==> config.mk <==
export PLATFORM = sky130hd
export DESIGN_NAME = pc_fetch_unit
export DESIGN_NICKNAME = d
export VERILOG_FILES = /design/src/rtl/pc_pkg.sv /design/src/rtl/pc_next_sel.sv /design/src/rtl/pc_fetch_unit.sv
export SDC_FILE = /design/constraint.sdc
export NUM_CORES = 1
export LEC_CHECK = 0
export CORE_MARGIN = 8
export CORE_UTILIZATION = 55
export CTS_BUF_LIST = sky130_fd_sc_hd__clkbuf_8
export CTS_CLUSTER_SIZE = 12
export DETAILED_ROUTE_END_ITERATION = 16
export DONT_BUFFER_PORTS = 1
export PLACE_DENSITY = 0.68
export SETUP_SLACK_MARGIN = 0.05
export SKIP_CTS_REPAIR_TIMING = 1
export SLEW_MARGIN = 10
export SYNTH_ARGS = -nofsm -noshare
export SYNTH_HDL_FRONTEND = slang
export SYNTH_SLANG_ARGS = --single-unit
==> constraint.sdc <==
create_clock -name clk -period 2.7 [get_ports clk]
set_input_delay 0.27 -clock clk [delete_from_list [all_inputs] [get_ports clk]]
set_output_delay 0.27 -clock clk [all_outputs]
set_load 0.05 [all_outputs]
==> src/rtl/pc_pkg.sv <==
// Shared types and constants for the program-counter fetch unit.
package pc_pkg;

  typedef enum logic [1:0] {
    StBoot   = 2'd0,
    StRun    = 2'd1,
    StHalted = 2'd2
  } pc_state_e;

  localparam int unsigned DefaultStep         = 4;
  localparam logic [31:0] DefaultResetVector  = 32'h0000_0000;
  localparam int unsigned AlignBits           = 2;
  localparam logic [AlignBits-1:0] AlignMask  = '1;

endpackage

==> src/rtl/pc_next_sel.sv <==
// Combinational next-PC / next-state priority mux for pc_fetch_unit.
// PC_MISALIGN_CHK_EN: misaligned branch targets divert to the trap vector and flag misalign.
module pc_next_sel
  import pc_pkg::*;
#(
  parameter int unsigned XLEN = 32,
  parameter int unsigned STEP = DefaultStep
) (
  input  pc_state_e       state_i,
  input  logic [XLEN-1:0] pc_i,
  input  logic            stall_i,
  input  logic            halt_i,
  input  logic            resume_i,
  input  logic            branch_taken_i,
  input  logic [XLEN-1:0] branch_target_i,
  input  logic            trap_i,
  input  logic [XLEN-1:0] trap_target_i,
  input  logic            fetch_ready_i,
  output logic [XLEN-1:0] next_pc_o,
  output pc_state_e       next_state_o,
  output logic            misalign_o
);

  localparam logic [XLEN-1:0] LowMask = XLEN'(AlignMask);

  logic [XLEN-1:0] trap_al;
  logic [XLEN-1:0] branch_al;
  logic            branch_mis;

  assign trap_al    = trap_target_i & ~LowMask;
  assign branch_al  = branch_target_i & ~LowMask;
  assign branch_mis = |branch_target_i[AlignBits-1:0];

  always_comb begin
    next_pc_o    = pc_i;
    next_state_o = state_i;
    misalign_o   = 1'b0;
    unique case (state_i)
      StBoot: begin
        next_state_o = StRun;
        if (trap_i) next_pc_o = trap_al;
      end
      StRun: begin
        if (trap_i) begin
          next_pc_o = trap_al;
        end else if (branch_taken_i) begin
`ifdef PC_MISALIGN_CHK_EN
          if (branch_mis) begin
            next_pc_o  = trap_al;
            misalign_o = 1'b1;
          end else begin
            next_pc_o = branch_al;
          end
`else
          next_pc_o = branch_al;
`endif
        end else if (halt_i) begin
          next_state_o = StHalted;
        end else if (!stall_i && fetch_ready_i) begin
          next_pc_o = pc_i + XLEN'(STEP);
        end
      end
      StHalted: begin
        if (trap_i) begin
          next_pc_o    = trap_al;
          next_state_o = StRun;
        end else if (resume_i) begin
          next_state_o = StRun;
        end
      end
      default: next_state_o = StBoot;
    endcase
  end

  // Only meaningful when the misalign check is built in.
  logic unused_mis;
  assign unused_mis = branch_mis;

endmodule

==> src/rtl/pc_fetch_unit.sv <==
// Program-counter unit: PC register, BOOT/RUN/HALTED FSM, fetch handshake and fetch counter.
// PC_MISALIGN_CHK_EN enables misaligned-branch diversion (see pc_next_sel).
module pc_fetch_unit
  import pc_pkg::*;
#(
  parameter int unsigned     XLEN         = 32,
  parameter logic [XLEN-1:0] RESET_VECTOR = XLEN'(DefaultResetVector),
  parameter int unsigned     STEP         = DefaultStep,
  parameter int unsigned     CNT_W        = 32
) (
  input  logic             clk,
  input  logic             reset_n,
  input  logic             stall_i,
  input  logic             halt_i,
  input  logic             resume_i,
  input  logic             branch_taken_i,
  input  logic [XLEN-1:0]  branch_target_i,
  input  logic             trap_i,
  input  logic [XLEN-1:0]  trap_target_i,
  input  logic             fetch_ready_i,
  output logic             fetch_valid_o,
  output logic [XLEN-1:0]  pc_o,
  output logic [XLEN-1:0]  pc_plus_step_o,
  output logic [CNT_W-1:0] fetch_count_o,
  output logic             misalign_o
);

  pc_state_e        state_q, state_d;
  logic [XLEN-1:0]  pc_q, pc_d;
  logic [CNT_W-1:0] cnt_q;
  logic             valid_q;
  logic             mis_q, mis_d;
  logic             accept;

  pc_next_sel #(
    .XLEN (XLEN),
    .STEP (STEP)
  ) u_next_sel (
    .state_i         (state_q),
    .pc_i            (pc_q),
    .stall_i         (stall_i),
    .halt_i          (halt_i),
    .resume_i        (resume_i),
    .branch_taken_i  (branch_taken_i),
    .branch_target_i (branch_target_i),
    .trap_i          (trap_i),
    .trap_target_i   (trap_target_i),
    .fetch_ready_i   (fetch_ready_i),
    .next_pc_o       (pc_d),
    .next_state_o    (state_d),
    .misalign_o      (mis_d)
  );

  // Redirect cycles still count when imem accepted the (cancelled) fetch.
  assign accept = valid_q && fetch_ready_i && !stall_i;

  always_ff @(posedge clk or negedge reset_n) begin
    if (!reset_n) begin
      state_q <= StBoot;
      pc_q    <= RESET_VECTOR;
      cnt_q   <= '0;
      valid_q <= 1'b0;
      mis_q   <= 1'b0;
    end else begin
      state_q <= state_d;
      pc_q    <= pc_d;
      valid_q <= (state_d == StRun);
      mis_q   <= mis_d;
      if (accept) cnt_q <= cnt_q + 1'b1;
    end
  end

  assign fetch_valid_o  = valid_q;
  assign pc_o           = pc_q;
  assign pc_plus_step_o = pc_q + XLEN'(STEP);
  assign fetch_count_o  = cnt_q;
  assign misalign_o     = mis_q;

endmodule

Yosys cells after proc, flatten, opt, wreduce, memory -nomap -nowiden
Index checks and enable logic that the tools add are counted.
{ "totals": {"ff_bits": 67} }
{ "classes": {"mux": 12, "add_sub_neg": 2, "eq_ne": 6, "reduce_logical": 8} }
{ "ops": {"columns": ["cell", "count"], "rows": [
  ["$mux 32", 5],
  ["$pmux 32 s2", 1],
  ["$add 32x1->32 const B", 1],
  ["$add 32x3->32 const B", 1],
  ["$mux 2", 5],
  ["$pmux 2 s3", 1],
  ["$eq 2x1->1 const B", 2],
  ["$ne 4x3->1 const B", 1],
  ["$ne 4x4->1 const B", 1],
  ["$reduce_and 4->1", 1],
  ["$logic_and 1x1->1", 3],
  ["$eq 2x2->1 const B", 1],
  ["$logic_not 2->1", 1],
  ["$ne 2x1->1 const B", 1],
  ["$reduce_bool 2->1", 1],
  ["$reduce_or 2->1", 1],
  ["$logic_not 1->1", 1]
]} }

Longest topological paths before layout
{ "depth": {"ltp_word": 7, "ltp_mapped": 8} }

By module
A second synthesis with hierarchy kept.
{ "hier_totals": {"cells_unflattened": 584, "area_unflattened_um2": 5132.4} }
{ "modules_own_cells": {"columns": ["mod", "area_per_inst_um2", "cells_per_inst", "seq_area_each_um2", "instances"], "rows": [
  ["pc_fetch_unit", 2967.8, 253, 1701.6, 1],
  ["pc_next_sel", 2164.6, 331, 0.0, 1]
]} }

Worst setup path after synthesis
No wires, ideal clock.
{ "synth_path": {"path_kind": "reg2out", "from": "register pc_q[14], in the netlist pc_o[14]", "to": "output port pc_plus_step_o[28]", "path_slack_ps": -237, "arrival_time_ps": 2667, "n_path_buf": 3, "required_time_ps": 2430, "stages_incl_launch_ff": 8, "path_cell_list": "dfrtp_1 -> buf_2 -> and4_1 -> and3_1 -> clkbuf_1 -> buf_2 -> nand4_1 -> xnor2_1"} }
{ "synth_via": {"elab_chain_len": 1} }
{ "synth_rtl": {"columns": ["element", "line", "text"], "rows": [
  ["start, declared", "pc_fetch_unit.sv:29", "logic [XLEN-1:0] pc_q, pc_d;"],
  ["start signal, assigned", "pc_fetch_unit.sv:66", "pc_q <= pc_d;"],
  ["$add 32x3->32", "pc_fetch_unit.sv:75", "assign pc_plus_step_o = pc_q + XLEN'(STEP);"],
  ["end, declared", "pc_fetch_unit.sv:23", "output logic [XLEN-1:0] pc_plus_step_o,"]
]} }
Every way passes these cells.

Final worst setup path
{ "layout_path": {"from": "register pc_q[3], in the netlist pc_o[3]", "to": "output port pc_plus_step_o[26]"} }
Same word-level chain as after synthesis.

==> impl_metrics.toml <==
[timing]
slew_headroom_pct = 17.5
timing.final.crit_share_pct = 92.3
finalSetupViolations = 0
rsz0062_at_grt = "false"
worst_slack_ns = 0.209
hold_ws_ns = 0.0808
finalHoldViolations = 0
fin_skew_ns = 0.00953
period_minus_slack_ns = 2.49
tightest_slew_ns = 1.23
fmax_ghz = 0.401
final-max-slew-violation-count = 0

[power]
clockPowerShare_pct = 19.0
finalPower_mw = 3.73
power_leakage_nw = 2.37
power.switching_mw = 1.74
irDropWorstVdd_mv = 0.429
intPower_mw = 1.99
power.density_nw_per_um2 = 699
switching_share_pct = 46.7
combPwrFrac_pct = 47.0
p_seq_share_pct = 34.0

[critical_path]
cp_slowest_cell = "dfrtp_1"
rr_startpoint = "state_q[0]$_DFF_PN0_"
cp_max_fo = 6
cp-end-kind = "output pin"
worst-setup-path-type = "reg2out"
cp-startpoint = "pc_o[3]$_DFFE_PN0P_"
slowest_delay_ns = 0.42
crit_required_ns = 2.43
crit_family = "simple AND/OR/NAND/NOR gates"
worstPathCellList = "ha_1 > nand2_1 > nor4_4 > and4_1 > xor2_2 > buf_12"
cp.arrival_ns = 2.22
start_kind = "register"
worst-path-buf-inv = 1

[cells_and_area]
multi_input_area_um2 = 2460
final_common_cell = "buf_4"
finalInstanceArea_um2 = 5340
nNetsFinal = 604
drive_gt1_share_pct = 24.5
nFillCells = 571
stdcell_count = 635
areaGrowthSynthToFinish_pct = 31.2
seqCellArea_um2 = 1630
final_cell_mix = "buf_4, dfrtp_1, nand2_1"

[flow_run]
maxCapViolCount = 0

[clocking]
cts_root_buf = "clkbuf_8"
clkLatencyLatePin_ns = 0.34
cts_buffers = 9
cts_tree = "yes"
cts_num_sinks = 65
htree_num_levels = 3
clk_pin_slew_worst_paths_ns = 0.07
clock_path_buffers = 2

[hold_path]
min_from = "trap_target_i[4]"
hold_path_class = "in2reg"

[synth]
synth_edf_count = 0
ys_seq_elements = 65
postSynth.asyncResetShare_pct = 100
yosysSeqAreaShare_pct = 40.0
synthMuxAreaShare_pct = 1.51
synthDistinctLibCells = 55
synth_top_family_by_area = "simple AND/OR/NAND/NOR gates"
synth_simple_gate_area_share_pct = 23.7
syn_inst = 453
synth_compound_area_share_pct = 17.6
synthFlopType = "dfrtp_1"
avgSynthCellArea_um2 = 8.98
netlist_area_um2 = 4070
synth_xor_area_share_pct = 12.7
synth_adder_area_share_pct = 0.615
synth_warnings = 0

[global_routing]
first_global_vias = 3943
grt_pass1_wl_um = 19900
antenna_found_initial = 1
grt_start_max_net_pins = 66
track_usage_pct = 24.3
gr-total-overflow = 0

[die]
die-area_um2 = 10400
die_h_um = 102
fp.dieW_um = 102
coreArea_um2 = 7210
rows = 31
initial_core_util_pct = 56.4
ioPinCount = 170

[route]
vias = 3942
wl_per_cell_um = 20.1
drcViolationCount = 0
postRouteAntennaNets = 0
vias_per_cell = 6.21
dr.pass1.iters = 5
drt_iter0_markers = 178
routed_wl_um = 12800

[place]
dp.cells = 609
dp_hpwl_um = 9570
placed_area_um2 = 5070
gp_congestion = 0.852
numPortBuffers = 0
pre_cts_ws_ns = 0.420

[status]
status = "finished, final reports clean"
-- layout make-up --
cell class	instances	area share, %
Multi-Input combinational cell	357	46.1
Tap cell	99	2.32
Antenna cell	1	0.0469
Clock inverter	7	0.727
Timing Repair Buffer	89	17.4
Clock buffer	9	2.32
Inverter	8	0.562
Sequential cell	65	30.5
-- cells in the mapped netlist (4+ instances only) --
cell | number | area share [%]
nor2_1 | 27 | 2.5
o211ai_1 | 7 | 1.3
nand2b_1 | 5 | 0.77
xnor2_1 | 42 | 9.0
buf_2 | 6 | 0.74
o21bai_1 | 5 | 0.92
nor3_1 | 6 | 0.74
and2_1 | 4 | 0.61
nand2_1 | 43 | 4.0
o311ai_1 | 7 | 1.5
clkbuf_1 | 13 | 1.2
a22oi_1 | 8 | 1.5
xor2_1 | 17 | 3.7
and3_1 | 13 | 2.0
o21ai_0 | 22 | 2.7
inv_1 | 8 | 0.74
buf_4 | 5 | 0.92
and4_1 | 9 | 1.9
dfrtp_1 | 65 | 40
a21oi_1 | 36 | 4.4
mux2i_1 | 5 | 1.2
nand3_1 | 33 | 4.1
nand4_1 | 12 | 1.8
-- final timing paths --
kind                                                 to  slack, ns  depth (start not counted)
max                                  pc_plus_step_o[26]       0.21                          6
min                                 pc_o[4]$_DFFE_PN0P_       0.08                          2
max reg2reg                        pc_o[24]$_DFFE_PN0P_       0.45                          5
min reg2reg                fetch_count_o[4]$_DFFE_PN0P_       0.57                          1
max in group asynchronous           pc_o[3]$_DFFE_PN0P_       1.96                          2
min in group asynchronous  fetch_count_o[7]$_DFFE_PN0P_       0.46                          2
-- worst reg2reg max path: stages, from the launching register on --
cell      delay [ns]
dfrtp_1         0.49
or3b_1          0.60
or4_4           0.61
a41oi_1         0.21
o21ai_0         0.10
o311ai_1        0.13
-- metal layers --
layer	vias to the layer above	GRT usage (%)	part of all wire (%)
met4	0	10.9	2.6
met1	1903	27.3	36
li1	1802	-	-
met5	-	0	0
met2	205	40.4	50
met3	32	8.72	11
-- stage by stage --
| stage | TNS [ns] | utilization (%) |
|---|---|---|
| floorplan | -0.0261 | - |
| global placement | 0 | 70.3 |
| detailed placement | 0 | 70.3 |
| CTS | 0 | 72.5 |
| global route | 0 | 74.0 |
| finish | 0 | 74.0 |
-- sequential cells by signal, summed over array words and instances, names as in the netlist --
signal / cells
fetch_count_o: 32
state_q: 2
fetch_valid_o: 1
pc_o: 30
-- power groups by stage --
stage                     sequential, mW  combinational (mW)  clock, mW
after floorplan                     1.69               0.746          0
after global placement              1.28                1.69          0
after detailed placement            1.29                1.72          0
after CTS                           1.27                1.73      0.716
after global routing                1.29                1.83      0.764
final                               1.27                1.75      0.708
-- kinds of logic (layout without fill, tap and decap cells) --
kind of cell / after synthesis / in the layout
AOI/OAI and AO/OA: 111 / 111
muxes: 6 / 6
buffers and inverters: 35 / 113
DFF: 65 / 65
and+or+nand+nor: 174 / 174
xor gates and xnor gates: 59 / 59
adders and majority gates: 2 / 2
other: 1 / 6
Note: power is estimated with default switching activity, not from simulation.
